==> src/rtl/serial_adder_ctrl_if.sv <==
// Request/response and full-adder hookup for serial_adder_ctrl.
// The master modport is the requester plus the external 1-bit full adder.
interface serial_adder_ctrl_if #(
  parameter int unsigned WIDTH = 8
);
  logic             start_in;
  logic [WIDTH-1:0] a_in;
  logic [WIDTH-1:0] b_in;
  logic             carry_in;
  logic             abort_in;
  logic             ready_out;
  logic             busy_out;
  logic             done_out;
  logic [WIDTH-1:0] sum_out;
  logic             carry_out;
  logic             fa_a_out;
  logic             fa_b_out;
  logic             fa_cin_out;
  logic             fa_sum_in;
  logic             fa_cout_in;

  modport master (
    output start_in, a_in, b_in, carry_in, abort_in, fa_sum_in, fa_cout_in,
    input  ready_out, busy_out, done_out, sum_out, carry_out,
    input  fa_a_out, fa_b_out, fa_cin_out
  );

  modport slave (
    input  start_in, a_in, b_in, carry_in, abort_in, fa_sum_in, fa_cout_in,
    output ready_out, busy_out, done_out, sum_out, carry_out,
    output fa_a_out, fa_b_out, fa_cin_out
  );
endinterface

==> src/rtl/serial_adder_ctrl.sv <==
// Bit-serial adder controller: drives a shared external 1-bit full adder LSB first,
// collecting the sum over WIDTH cycles and pulsing done for one cycle.
module serial_adder_ctrl #(
  parameter int unsigned WIDTH = 8
) (
  input logic                clk_in,
  input logic                rst_n_in,
  serial_adder_ctrl_if.slave bus_io
);
  localparam int unsigned CntW = $clog2(WIDTH + 1);

  typedef enum logic [1:0] {StIdle, StRun, StDone} state_e;

  state_e           state_q;
  logic [WIDTH-1:0] a_sh_q, b_sh_q, acc_q, res_sum_q;
  logic             c_q, res_c_q;
  logic             ready_q, busy_q, done_q;
  logic [CntW-1:0]  cnt_q;
  logic [WIDTH-1:0] acc_d;

  assign acc_d = {bus_io.fa_sum_in, acc_q[WIDTH-1:1]};

  always_ff @(posedge clk_in or negedge rst_n_in) begin
    if (!rst_n_in) begin
      state_q   <= StIdle;
      a_sh_q    <= '0;
      b_sh_q    <= '0;
      acc_q     <= '0;
      c_q       <= 1'b0;
      cnt_q     <= '0;
      res_sum_q <= '0;
      res_c_q   <= 1'b0;
      ready_q   <= 1'b1;
      busy_q    <= 1'b0;
      done_q    <= 1'b0;
    end else begin
      unique case (state_q)
        StIdle: begin
          if (bus_io.start_in) begin
            a_sh_q  <= bus_io.a_in;
            b_sh_q  <= bus_io.b_in;
            c_q     <= bus_io.carry_in;
            cnt_q   <= '0;
            acc_q   <= '0;
            ready_q <= 1'b0;
            busy_q  <= 1'b1;
            state_q <= StRun;
          end
        end
        StRun: begin
          // Abort takes priority, even on the final bit, so results stay untouched.
          if (bus_io.abort_in) begin
            ready_q <= 1'b1;
            busy_q  <= 1'b0;
            state_q <= StIdle;
          end else begin
            acc_q  <= acc_d;
            c_q    <= bus_io.fa_cout_in;
            a_sh_q <= {1'b0, a_sh_q[WIDTH-1:1]};
            b_sh_q <= {1'b0, b_sh_q[WIDTH-1:1]};
            cnt_q  <= cnt_q + CntW'(1);
            if (cnt_q == CntW'(WIDTH - 1)) begin
              res_sum_q <= acc_d;
              res_c_q   <= bus_io.fa_cout_in;
              busy_q    <= 1'b0;
              done_q    <= 1'b1;
              state_q   <= StDone;
            end
          end
        end
        StDone: begin
          done_q  <= 1'b0;
          ready_q <= 1'b1;
          state_q <= StIdle;
        end
        default: begin
          ready_q <= 1'b1;
          busy_q  <= 1'b0;
          done_q  <= 1'b0;
          state_q <= StIdle;
        end
      endcase
    end
  end

  assign bus_io.ready_out  = ready_q;
  assign bus_io.busy_out   = busy_q;
  assign bus_io.done_out   = done_q;
  assign bus_io.sum_out    = res_sum_q;
  assign bus_io.carry_out  = res_c_q;
  // Full-adder drive is forced low outside RUN.
  assign bus_io.fa_a_out   = busy_q & a_sh_q[0];
  assign bus_io.fa_b_out   = busy_q & b_sh_q[0];
  assign bus_io.fa_cin_out = busy_q & c_q;
endmodule

==> src/flat_wrapper.sv <==
// flat-port wrapper written by rule: the top's interface ports become plain ports
module serial_adder_ctrl_flat 
#(
  parameter int unsigned WIDTH = 8
)
  (clk_in, rst_n_in, bus_io_start_in, bus_io_a_in, bus_io_b_in, bus_io_carry_in, bus_io_abort_in, bus_io_fa_sum_in, bus_io_fa_cout_in, bus_io_ready_out, bus_io_busy_out, bus_io_done_out, bus_io_sum_out, bus_io_carry_out, bus_io_fa_a_out, bus_io_fa_b_out, bus_io_fa_cin_out);
  serial_adder_ctrl_if #(.WIDTH(WIDTH)) bus_io_i ();
  input logic clk_in;
  input logic rst_n_in;
  input wire logic [$bits(bus_io_i.start_in)-1:0] bus_io_start_in;
  input wire logic [$bits(bus_io_i.a_in)-1:0] bus_io_a_in;
  input wire logic [$bits(bus_io_i.b_in)-1:0] bus_io_b_in;
  input wire logic [$bits(bus_io_i.carry_in)-1:0] bus_io_carry_in;
  input wire logic [$bits(bus_io_i.abort_in)-1:0] bus_io_abort_in;
  input wire logic [$bits(bus_io_i.fa_sum_in)-1:0] bus_io_fa_sum_in;
  input wire logic [$bits(bus_io_i.fa_cout_in)-1:0] bus_io_fa_cout_in;
  output wire logic [$bits(bus_io_i.ready_out)-1:0] bus_io_ready_out;
  output wire logic [$bits(bus_io_i.busy_out)-1:0] bus_io_busy_out;
  output wire logic [$bits(bus_io_i.done_out)-1:0] bus_io_done_out;
  output wire logic [$bits(bus_io_i.sum_out)-1:0] bus_io_sum_out;
  output wire logic [$bits(bus_io_i.carry_out)-1:0] bus_io_carry_out;
  output wire logic [$bits(bus_io_i.fa_a_out)-1:0] bus_io_fa_a_out;
  output wire logic [$bits(bus_io_i.fa_b_out)-1:0] bus_io_fa_b_out;
  output wire logic [$bits(bus_io_i.fa_cin_out)-1:0] bus_io_fa_cin_out;
  assign bus_io_i.start_in = bus_io_start_in;
  assign bus_io_i.a_in = bus_io_a_in;
  assign bus_io_i.b_in = bus_io_b_in;
  assign bus_io_i.carry_in = bus_io_carry_in;
  assign bus_io_i.abort_in = bus_io_abort_in;
  assign bus_io_i.fa_sum_in = bus_io_fa_sum_in;
  assign bus_io_i.fa_cout_in = bus_io_fa_cout_in;
  assign bus_io_ready_out = bus_io_i.ready_out;
  assign bus_io_busy_out = bus_io_i.busy_out;
  assign bus_io_done_out = bus_io_i.done_out;
  assign bus_io_sum_out = bus_io_i.sum_out;
  assign bus_io_carry_out = bus_io_i.carry_out;
  assign bus_io_fa_a_out = bus_io_i.fa_a_out;
  assign bus_io_fa_b_out = bus_io_i.fa_b_out;
  assign bus_io_fa_cin_out = bus_io_i.fa_cin_out;
  serial_adder_ctrl #(.WIDTH(WIDTH)) u_core (.clk_in(clk_in), .rst_n_in(rst_n_in), .bus_io(bus_io_i));
endmodule
==> config.mk <==
export PLATFORM = sky130hd
export DESIGN_NAME = serial_adder_ctrl_flat
export DESIGN_NICKNAME = d
export VERILOG_FILES = /design/src/rtl/serial_adder_ctrl_if.sv /design/src/rtl/serial_adder_ctrl.sv /design/src/flat_wrapper.sv
export SDC_FILE = /design/constraint.sdc
export NUM_CORES = 1
export LEC_CHECK = 0
export ABC_CLOCK_PERIOD_IN_PS = 3400
export CAP_MARGIN = 25
export CORE_MARGIN = 2
export CORE_UTILIZATION = 25
export CTS_CLUSTER_DIAMETER = 80
export DETAILED_ROUTE_END_ITERATION = 16
export GPL_ROUTABILITY_DRIVEN = 1
export PLACE_DENSITY = 0.46
export SLEW_MARGIN = 0
export SYNTH_ARGS = -nofsm -noshare
export SYNTH_HDL_FRONTEND = slang
export SYNTH_SLANG_ARGS = --single-unit
==> constraint.sdc <==
create_clock -name clk_in -period 3.4 [get_ports clk_in]
set_input_delay 0.51 -clock clk_in [delete_from_list [all_inputs] [get_ports clk_in]]
set_output_delay 0.51 -clock clk_in [all_outputs]
set_load 0.03 [all_outputs]
==> results of run 1 <==
[flip-flops by register name (all words and copies together) (netlist names)]
signal,flops
u_core.a_sh_q,8
u_core.b_sh_q,8
u_core.bus_io.sum_out,8
u_core.acc_q,7
u_core.cnt_q,4
u_core.state_q,2
u_core.bus_io.busy_out,1
u_core.bus_io.carry_out,1
u_core.bus_io.done_out,1
u_core.bus_io.ready_out,1
u_core.c_q,1
[metrics by stage]
step | setup slack [ns] | instance area, sq um | hold WS [ns] | cells | power, mW
3_3_place_gp | 1.07 | 2290 | 0.469 | 280 | 0.969
3_5_place_dp | 1.05 | 2290 | 0.475 | 280 | 0.969
4_1_cts | 1.32 | 2370 | 0.408 | 287 | 1.27
5_1_grt | 1.26 | 2410 | 0.0591 | 289 | 1.34
2_1_floorplan | 1.84 | 1860 | 0.214 | 152 | 0.858
6_report | 1.35 | 2410 | 0.0586 | 289 | 1.26
[where the power goes]
group          internal, mW  switching, mW
registers             0.593         0.0609
clock network         0.142          0.160
logic                 0.150          0.158
total                 0.885          0.379
[cells by family after synthesis]
group	count (synthesis)	synth area share, %
flip-flops	42	56.5
AND/OR/NAND/NOR	37	12.7
AO/OA/AOI/OAI	33	10.9
multiplexers	26	14.6
buffers and inverters	13	4.63
adder cells (fa/ha/maj)	1	0.671
[layer usage]
layer | track usage [%] | vias up
li1 | - | 618
met1 | 14.3 | 623
met2 | 15.7 | 23
met3 | 2.75 | 6
met4 | 3.85 | 0
met5 | 0 | -
[worst reg2reg max path: cells and delay by family (launching register included)]
kind | cells | cell delay [ns]
muxes | 1 | 0.36
and+or+nand+nor | 2 | 0.85
DFF | 1 | 0.50
[layout make-up]
cell class	instances	area, sq um
Multi-Input combinational cell	97	727
Clock buffer	7	76.3
Sequential cell	42	1050
Timing Repair Buffer	41	415
Tap cell	99	124
Fill cell	749	4850
Inverter	3	11.3
[cell usage after synthesis (2+ instances only)]
cell type	instances
nor2b_1	2
dfrtp_1	41
mux2i_1	17
nand2_1	3
a22o_1	9
buf_4	2
o21ai_1	4
nor2_1	3
inv_1	3
and2_1	3
buf_6	3
mux2_2	9
buf_2	3
o21ai_0	14
a21oi_1	4
nand3_1	17
[placed cells by master (no fill, tap or decap), types with 2 or more instances in the layout]
| cell | synthesis | routed |
|---|---|---|
| buf_4 | 2 | 2 |
| nand2_1 | 3 | 3 |
| nand3_1 | 17 | 17 |
| clkdlybuf4s50_1 | 0 | 36 |
| nor2_1 | 3 | 3 |
| inv_1 | 3 | 3 |
| a22o_1 | 9 | 9 |
| mux2_2 | 9 | 9 |
| o21ai_0 | 14 | 14 |
| clkbuf_8 | 0 | 5 |
| dfrtp_1 | 41 | 41 |
| a21oi_1 | 4 | 4 |
| and2_1 | 3 | 3 |
| mux2i_1 | 17 | 17 |
| o21ai_1 | 4 | 4 |
| clkbuf_1 | 1 | 2 |
[worst paths after layout]
check,startpoint,slack [ns],depth (start not counted),end
hold reg to reg,u_core.cnt_q[3],0.48,1,u_core.cnt_q[3]
setup reg to reg,u_core.state_q[1],1.58,3,u_core.bus_io.sum_out[7]
min in group clk_in,u_core.cnt_q[3],0.48,1,u_core.cnt_q[3]
setup / recovery,u_core.bus_io.busy_out,1.35,2,bus_io_fa_cin_out
hold / removal,rst_n_in,0.06,1,u_core.a_sh_q[1]
max in group asynchronous,rst_n_in,2.84,2,u_core.bus_io.ready_out
==> results.toml, run 1 <==
[status]
status = "finished clean"

[finish]
areaGrowthSynthToFinish_pct = 29.1
final_nets = 214
utilization_pct = 33.2
antenna_cells = 0
layout-drive-gt1-share_pct = 14.2

[routing]
drtIter0Drc = 62
vias_per_cell = 4.39
met2_length_um = 1830
dr.pass1.iters = 4
routed_wl_um = 3970
num_vias = 1270
postRouteAntennaNets = 0
highest_layer = "met4"
route.detailed.drc = 0
wirelength_met1_um = 1930
wl_met3_um = 135
wl_per_cell_um = 13.7

[global_routing]
grt.total_usage_pct = 10.4
grt_first_pass_wirelength_um = 6690
grt_pass1_vias = 1277
antenna_found_initial = 0
grt_max_degree = 43
grt-ovfl-total = 0

[floorplan]
core_sq_um = 7250
start_util_pct = 25.7
die_w_um = 90.3
die_h_um = 90.3
std_cell_rows = 31
die_area_sq_um = 8160
num_io_pins = 38

[synthesis]
synth-seq-cells = 42
synthCells = 152
synth-edff-count = 0
ys_top_cells_by_area = "dfrtp_1, mux2i_1, mux2_2"
synthFlopType = "dfrtp_1"
synth_area_per_cell_sq_um = 12.3
synth.top_cell.area_share_pct = 55.1
ys_types = 31
seq_area_frac_synth_pct = 56.5
ys.warnings.count = 0
synthArstFlopShare_pct = 100
syn_area_sq_um = 1860
synth_nets = 176
yosysTopAreaCell = "dfrtp_1"

[setup_path]
crit_type = "flip-flop to output port"
cp_slowest_cell = "clkdlybuf4s50_1"
endpoint_kind = "output port"
max_stage_delay_ns = 0.67
startpoint_type = "flip-flop"
critPathTopFamily = "buffers and inverters"
required_ns = 2.89
path_buf_inv = 1
cp.arrival_ns = 1.54
cp_cell_sequence = "and2_1, clkdlybuf4s50_1"
crit_fanout = 5

[clock_tree]
clk_path_buf_depth = 2
holdBufCountCts = 0
cts_root_buf = "clkbuf_8"
h-tree-depth = 2
post_cts_resized = 0
path_clk_slew_ns = 0.08
clock_latency_ns = 0.29
tritoncts.num_buffers = 5
cts_tree = "done"
cts.sinks = 42
post_cts_buffers = 0

[timing]
min_period_ns = 2.05
clock.fmax_mhz = 487
setup_tns_ns = 0
setup_viol = 0
report.final.slew_viol_count = 0
worst_pin_slew_ns = 0.689
clock_skew_ns = 0.00787
rsz0062_at_grt = "false"
relSlewSlack_pct = 54.0
min_period_over_period_pct = 60.4
final_hold_viol_count = 0

[placed_design]
gp_congestion = 0.696
port_buffers = 37
hpwl_um = 2680

[run]
max_cap_viol_count = 0

[power]
power.leakage_nw = 1.08
p_per_area_nw_per_um2 = 525
vdd.ir_drop.worst_uv = 152

[min_path]
min_path_type = "input pin to asynchronous set/reset pin"
No activity file was read; power rests on OpenSTA's default activity.
==> inputs of run 2 (changes only) <==
--- a/config.mk
+++ b/config.mk
@@ -5,7 +5,7 @@
 export SDC_FILE = /design/constraint.sdc
 export NUM_CORES = 1
 export LEC_CHECK = 0
-export ABC_CLOCK_PERIOD_IN_PS = 3400
+export ABC_CLOCK_PERIOD_IN_PS = 1950
 export CAP_MARGIN = 25
 export CORE_MARGIN = 2
 export CORE_UTILIZATION = 25
==> constraint.sdc (replaced) <==
create_clock -name clk_in -period 1.95 [get_ports clk_in]
set_input_delay 0.2925 -clock clk_in [delete_from_list [all_inputs] [get_ports clk_in]]
set_output_delay 0.2925 -clock clk_in [all_outputs]
set_load 0.03 [all_outputs]
==> run 2 against run 1 <==
  * Worst hold slack gained 0.42 ns
  * Largest power group unchanged
  * Final area grew 4.2%
  * Routed wire length grew 2.3%
  * Sequential power grew 73%
  * Critical path type unchanged
  * Clock skew grew 0.0011 ns
==> results.toml, run 2 (synthesis gave the netlist of run 1 again) <==
[status]
status = "finished clean"

[timing]
relSlewSlack_pct = 69.7
report.final.slew_viol_count = 0
clock.fmax_mhz = 544
clock_skew_ns = 0.00894
setup_viol = 0
min_period_over_period_pct = 94.3
rsz0062_at_grt = "false"
setup_tns_ns = 0
min_period_ns = 1.84
worst_pin_slew_ns = 0.455
final_hold_viol_count = 0

[finish]
final_nets = 223
final_cell_mix = "dfrtp_1, clkdlybuf4s50_1, nand3_1, mux2i_1, o21ai_0"
final_common_cell = "dfrtp_1"
areaGrowthSynthToFinish_pct = 34.6
nFillCells = 743
layout-drive-gt1-share_pct = 18.6
antenna_cells = 0

[global_routing]
grt_max_degree = 25
grt_pass1_vias = 1338
grt_first_pass_wirelength_um = 7090
grt.total_usage_pct = 10.9
antenna_found_initial = 0
grt-ovfl-total = 0

[run]
max_cap_viol_count = 0

[clock_tree]
cts_tree = "done"
path_clk_slew_ns = 0.08
clock_latency_ns = 0.29
post_cts_buffers = 0
cts_root_buf = "clkbuf_8"
clk_path_buf_depth = 2
h-tree-depth = 2
tritoncts.num_buffers = 5
cts.sinks = 42

[routing]
route.detailed.drc = 0
vias_per_cell = 4.32
postRouteAntennaNets = 0
drtIter0Drc = 53
wl_per_cell_um = 13.6
routed_wl_um = 4060
dr.pass1.iters = 3
num_vias = 1286

[setup_path]
crit_type = "flip-flop to output port"
cp.arrival_ns = 1.55
startpoint_type = "flip-flop"
endpoint_kind = "output port"
crit_fanout = 5
reg2reg_depth = 4
required_ns = 1.66

[power]
power.leakage_nw = 1.15
intPower_mw = 1.73
switching_power_mw = 0.675
vdd.ir_drop.worst_uv = 279
combinationalPowerShare_pct = 23.6
p_sw_share_pct = 28.1
power.total_mw = 2.40
pwr-share-seq_pct = 47.3
p_per_area_nw_per_um2 = 957
pwr-share-clk_pct = 29.1

[floorplan]
num_io_pins = 38
std_cell_rows = 31
start_util_pct = 25.7
core_sq_um = 7250
die_h_um = 90.3
die_area_sq_um = 8160
die_w_um = 90.3

[min_path]
hold_depth = 1
min_path_type = "flip-flop to flip-flop"

[placed_design]
port_buffers = 37
hpwl_um = 2850
gp_congestion = 0.691
[run 2: final timing paths]
path,from,end,slack [ns]
min in group asynchronous,rst_n_in,u_core.acc_q[5],0.49
hold / removal,u_core.cnt_q[3],u_core.cnt_q[3],0.48
max in group asynchronous,rst_n_in,u_core.cnt_q[0],0.92
hold reg to reg,u_core.cnt_q[3],u_core.cnt_q[3],0.48
setup reg to reg,u_core.cnt_q[0],u_core.bus_io.sum_out[1],0.43
setup / recovery,u_core.bus_io.busy_out,bus_io_fa_a_out,0.11
[run 2: cell type report]
cell class              instances  area (sq um)  area share, %
inverters                       3          11.3          0.449
multi-input cells              97           727           29.0
well taps                      99           124           4.94
clock buffers                   6          82.6           3.29
flip-flops and latches         42          1050           42.0
repair buffers                 50           480           19.2
clock inverters                 1          30.0           1.20
[run 2: routing by layer]
metal	global-route usage, %	vias to the layer above	part of all wire, %
li1	-	636	-
met1	14.5	629	47
met2	17.7	17	49
met3	2.50	4	2.5
met4	3.46	0	1.3
met5	0	-	0
[run 2: through the flow]
step                util, %  hold WS (ns)  cells  cell area [sq um]  worst slack (ns)
global route           34.6         0.518    298               2510            0.0156
detailed placement     32.8         0.275    290               2380             0.105
floorplan                 -      -0.00309    152               1860             0.392
global placement       32.8         0.275    290               2380             0.101
finish                 34.6         0.480    298               2510             0.110
CTS                    34.5         0.478    298               2500            0.0241
[run 2: power groups by stage]
| stage | combinational [mW] | clock [mW] | sequential, mW |
|---|---|---|---|
| after floorplan | 0.341 | 0 | 1.15 |
| after global placement | 0.573 | 0 | 1.15 |
| after detailed placement | 0.580 | 0 | 1.15 |
| after CTS | 0.582 | 0.725 | 1.14 |
| after global routing | 0.637 | 0.766 | 1.16 |
| final | 0.567 | 0.699 | 1.13 |
[run 2: timing repair]
item,in CTS,in global routing
hold buffers,1,0
endpoints found under the setup margin,0,1
resized for setup,0,1
hold endpoints to repair,17,0
[run 2: worst max-delay path: stages (launching register included)]
cell	delay [ns]
dfrtp_1	0.45
and2_1	0.15
clkdlybuf4s50_1	0.66
==> inputs of run 3 (changes only) <==
--- a/config.mk
+++ b/config.mk
@@ -10,6 +10,7 @@
 export CORE_MARGIN = 2
 export CORE_UTILIZATION = 25
 export CTS_CLUSTER_DIAMETER = 80
+export CTS_CLUSTER_SIZE = 16
 export DETAILED_ROUTE_END_ITERATION = 16
 export GPL_ROUTABILITY_DRIVEN = 1
 export PLACE_DENSITY = 0.46
==> results of run 3 <==
Final layout, timing and power as in run 2 (identical DEF).
==> RTL edit 1, RTL diff (config.mk and constraints of run 1) <==
`WIDTH` is set to 8 in 3 places; all go to 16.
--- a/src/rtl/serial_adder_ctrl_if.sv
+++ b/src/rtl/serial_adder_ctrl_if.sv
@@ -3,3 +3,3 @@
 interface serial_adder_ctrl_if #(
-  parameter int unsigned WIDTH = 8
+  parameter int unsigned WIDTH = 16
 );
--- a/src/rtl/serial_adder_ctrl.sv
+++ b/src/rtl/serial_adder_ctrl.sv
@@ -3,3 +3,3 @@
 module serial_adder_ctrl #(
-  parameter int unsigned WIDTH = 8
+  parameter int unsigned WIDTH = 16
 ) (
--- a/src/flat_wrapper.sv
+++ b/src/flat_wrapper.sv
@@ -3,3 +3,3 @@
 #(
-  parameter int unsigned WIDTH = 8
+  parameter int unsigned WIDTH = 16
 )
Interface: changed (resized bus_io_a_in, bus_io_b_in and bus_io_sum_out); port bits go from 38 to 62. No check against the original RTL was run, so the function may have changed too.
==> RTL edit 1 against run 1 <==
  * Hold slack better by 0.065 ns
  * Sequential share of layout area is 4.6 points lower
  * Global-route usage is 0.095 points lower
  * Synthesized cell count is 76% higher
  * Combinational power is 130% higher
  * Design area is 99% higher
  * Sequential cell count is 33 higher
  * Final cell count is 80% higher
  * Clock power grew to 3.3 times the old value
  * Area after synthesis is 96% higher
  * Worst setup slack worse by 0.15 ns
  * Wire length is 88% higher
  * Total power is 130% higher
  * Register-to-register slack worse by 0.32 ns
  * Critical endpoint is now u_core.b_sh_q[0]
  * Largest cell class unchanged
  * Largest power group unchanged
==> RTL edit 1: results <==
group,metric,value,unit
routing,viasPerCell,4.22,
pwr,p_sw_share,25.2,%
grt,met3_usage,3.52,%
routing,wirelength,7.46,mm
routing,drt_iter0_drc,74,
placed_design,dp_hpwl,4.69,mm
sta,slew_headroom,59.7,%
placed_design,gp_congestion,0.742,
worst_setup_path,cp-startpoint,"bus_io_start_in",
outcome,status,"complete, no violations",
worst_setup_path,r2r_end,"u_core.c_q",
yosys,synth_cell_types,34,
finish,drive_above_1_share,24.8,%
yosys,async_reset_ff_share,100,%
hold_path,min-delay-path-class,"in -> async",
grt,track_usage,10.3,%
worst_setup_path,path_max_fanout,19,
yosys,synthTopCellsByArea,"dfrtp_1 (51%), mux2_4 (18%), mux2_1 (7.7%)",
worst_setup_path,r2r_cells,4,
finish,fill_cells,1430,
grt,grt_use_met2,14.7,%
worst_setup_path,endpoint,"u_core.b_sh_q[0]",
worst_setup_path,cp_slowest_cell,"clkdlybuf4s50_1",
clocking,ctsRootBufferMaster,"clkbuf_16",
pwr,ir_drop,0.250,mV
clocking,numCtsBuffers,9,
finish,fin_nets,371,
placed_design,placement.io_buffers,61,
sta,fin_crit_sh,64.7,%
worst_setup_path,slowest_delay,0.60,ns
worst_setup_path,rrSetupSlack,1.26,ns
yosys,yosys-top-cells-count,"dfrtp_1 (74), mux2_4 (44), mux2_1 (25)",
yosys,synth-seq-area-share,51.4,%
finish,n_antenna_cell,0,
sta,fin_skew,0.00441,ns
pwr,p_leak,2.18,nW
clocking,htree_levels,3,
worst_setup_path,crit_arrival,2.42,ns
worst_setup_path,reg2reg_from,"u_core.state_q[0]",
yosys,synthMuxAreaShare,33.6,%
clocking,clk_pin_slew,0.06,ns
grt,met1_usage,14.3,%
yosys,synthAdderAreaFrac,0.685,%
clocking,cts_setup_buffers,0,
grt,grt_pass1_vias,2351,
yosys,synth_nets,308,
clocking,worst_skew_pair.late_latency,0.33,ns
clocking,cts.path.max_buffers,2,
grt,grt_max_degree,76,
yosys,synth_compound_area_share,3.05,%
grt,grt_pass1_wl,12.6,mm
clocking,cts_resized,0,
## RTL edit 1: how the worst min path moves through the flow
| stage | to | from | slack, ns | cells past startpoint |
|---|---|---|---|---|
| 2_1_floorplan | u_core.a_sh_q[0] | rst_n_in | 0.21 | 0 |
| 3_3_place_gp | u_core.cnt_q[4] | u_core.cnt_q[4] | 0.47 | 1 |
| 3_5_place_dp | u_core.bus_io.sum_out[4] | u_core.bus_io.sum_out[4] | 0.47 | 1 |
| 4_1_cts | u_core.b_sh_q[5] | rst_n_in | 0.38 | 1 |
| 5_1_grt | u_core.b_sh_q[5] | rst_n_in | 0.15 | 1 |
| 6_report | u_core.b_sh_q[5] | rst_n_in | 0.12 | 1 |
## RTL edit 1: per-layer routing
layer / vias to the layer above / part of all wire, %
met2: 56 / 42
met3: 11 / 5.1
met5: - / 0
li1: 1043 / -
met4: 0 / 1.8
met1: 1078 / 51
## RTL edit 1: cell families (layout without fill, tap and decap cells)
group           Yosys count  count (layout)
flops                    75              75
compound gates           18              18
mux                      96              96
buf+inv                  33             101
simple gates             43              43
fa+ha+maj                 2               2
## RTL edit 1: final cells by class
| cell class | count | share of cell area [%] |
|---|---|---|
| Inverter | 18 | 1.41 |
| Tap cell | 184 | 4.80 |
| Sequential cell | 75 | 39.2 |
| Clock inverter | 4 | 0.992 |
| Multi-Input combinational cell | 159 | 33.2 |
| Timing Repair Buffer | 67 | 14.8 |
| Clock buffer | 12 | 5.56 |
## RTL edit 1: per-stage QoR
step           worst slack (ns)  instance area [um2]  cells
5_1_grt                    1.09                 4790    519
6_report                   1.20                 4790    519
3_5_place_dp              0.815                 4450    502
4_1_cts                    1.16                 4770    518
3_3_place_gp              0.858                 4450    502
2_1_floorplan              1.54                 3650    267
## RTL edit 1: power groups by stage
stage	clock (mW)	combinational [mW]	sequential, mW
floorplan	0	0.566	1.18
global placement	0	0.714	1.22
detailed placement	0	0.724	1.22
CTS	1.03	0.730	1.20
global route	1.07	0.779	1.23
finish	0.992	0.723	1.20
==> RTL edit 2, RTL diff (settings of run 1) <==
Without the edit above. Reset style: synchronous (`rst_n_in`), changed in one clocked block.
--- a/src/rtl/serial_adder_ctrl.sv
+++ b/src/rtl/serial_adder_ctrl.sv
@@ -22,3 +22,3 @@
 
-  always_ff @(posedge clk_in or negedge rst_n_in) begin
+  always_ff @(posedge clk_in) begin
     if (!rst_n_in) begin
Formal check against the unedited RTL: differs if rst_n_in is asserted again (counterexample within 4 cycles, from zero or initial values and one cycle with rst_n_in low); with rst_n_in held inactive, the same outputs for 10 cycles.
==> RTL edit 2 against run 1 <==
  * Design area decreased by 2.9%
  * Sequential cell count unchanged
  * Critical path depth up 4
  * Core utilization shrank 0.42 points
  * Area after synthesis is 3.0% lower
  * Count of clock-buffer cells in the layout unchanged
  * Wire length grew 1.5%
  * Worst setup slack worse by 0.096 ns
  * Critical path type is now in -> reg
Power is not compared: it rests on default switching activity, and its combinational part moved more than twofold at a synthesized area within 25%.
==> RTL edit 2: results <==
group,metric,value,unit
clocking,cts_setup_buffers,0,
clocking,htree_levels,2,
worst_setup_path,cp-startpoint,"bus_io_abort_in",
placed_design,dp_slack,0.918,ns
sta,hold_ws,0.463,ns
clocking,cts.path.max_buffers,2,
placed_design,gp_congestion,0.697,
finish,fin_nets,244,
worst_setup_path,reg2reg_from,"u_core.state_q[0]",
clocking,numCtsBuffers,5,
yosys,yosys-top-cells-count,"dfxtp_1 (42), nand2_1 (24), mux2i_1 (19)",
hold_path,hold_path_end,"u_core.bus_io.sum_out[3]",
worst_setup_path,r2r_cells,4,
outcome,status,"complete, no violations",
yosys,synth_cell_types,33,
worst_setup_path,crit_arrival,2.37,ns
yosys,synthAdderAreaFrac,0.692,%
grt,track_usage,10.5,%
clocking,clk_pin_slew,0.07,ns
sta,worst_pin_slew,0.921,ns
routing,viasPerCell,4.50,
routing,wl_per_cell,12.6,um
yosys,yosysWarnings,0,
worst_setup_path,rrSetupSlack,1.65,ns
worst_setup_path,cp-end-kind,"register",
grt,antenna_found_initial,0,
grt,grt_pass1_vias,1380,
finish,drive_above_1_share,7.24,%
pwr,p_per_area,452,nW/um2
placed_design,dp_hpwl,2.55,mm
placed_design,numPlacedInstances,312,
yosys,synthMuxAreaShare,10.5,%
yosys,synth_xor_area_share,0.484,%
yosys,synth_ff_type,"dfxtp_1",
routing,wirelength,4.03,mm
yosys,synth-seq-area-share,46.5,%
grt,grt_pass1_wl,6.44,mm
hold_path,min-delay-path-class,"reg -> reg",
routing,drt_iter0_drc,82,
yosys,synth_nets,212,
pwr,p_leak,0.841,nW
placed_design,place_area,2230,um2
yosys,synthTopCellsByArea,"dfxtp_1 (47%), mux2i_1 (11%), o221a_1 (8.1%)",
pwr,p_clk_share,37.3,%
clocking,cts_resized,0,
yosys,syn_inst,188,
sta,fin_skew,0.00812,ns
pwr,power_sequential,530,uW
yosys,synth_compound_area_share,17.4,%
yosys,async_reset_ff_share,0,%
worst_setup_path,cp_slowest_cell,"a21oi_4",
worst_setup_path,r2r_end,"u_core.acc_q[5]",
worst_setup_path,slowest_delay,0.54,ns
sta,fmax,465,MHz
worst_setup_path,path_max_fanout,21,
clocking,worst_skew_pair.late_latency,0.29,ns
hold_path,worstHoldStart,"u_core.bus_io.sum_out[3]",
grt,grt_max_degree,37,
RTL edit 2: cell types whose count changed in the layout (fill, tap and decap cells not counted), moves of 12 or more:
cell | before | now
a21oi_1 | 4 | 16
dfrtp_1 | 41 | 0
dfxtp_1 | 0 | 42
nand2_1 | 3 | 24
nor2_1 | 3 | 16
o21ai_0 | 14 | 0
o221a_1 | 0 | 13
RTL edit 2: metal layers:
metal / vias to the layer above / global-route usage, % / part of all wire (%)
met5: - / 0 / 0
met4: 0 / 2.85 / 1.1
met3: 6 / 3.79 / 5.1
met2: 30 / 17.1 / 42
met1: 668 / 13.3 / 52
li1: 737 / - / -
RTL edit 2: layout make-up:
type                       count  area, um2
fill                         764       4800
multi-input combinational    129        862
sequential                    42        841
timing repair buffer          41        400
tap                           99        124
clock buffer                   7       76.3
clock inverter                 1       30.0
inverter                       1       3.75
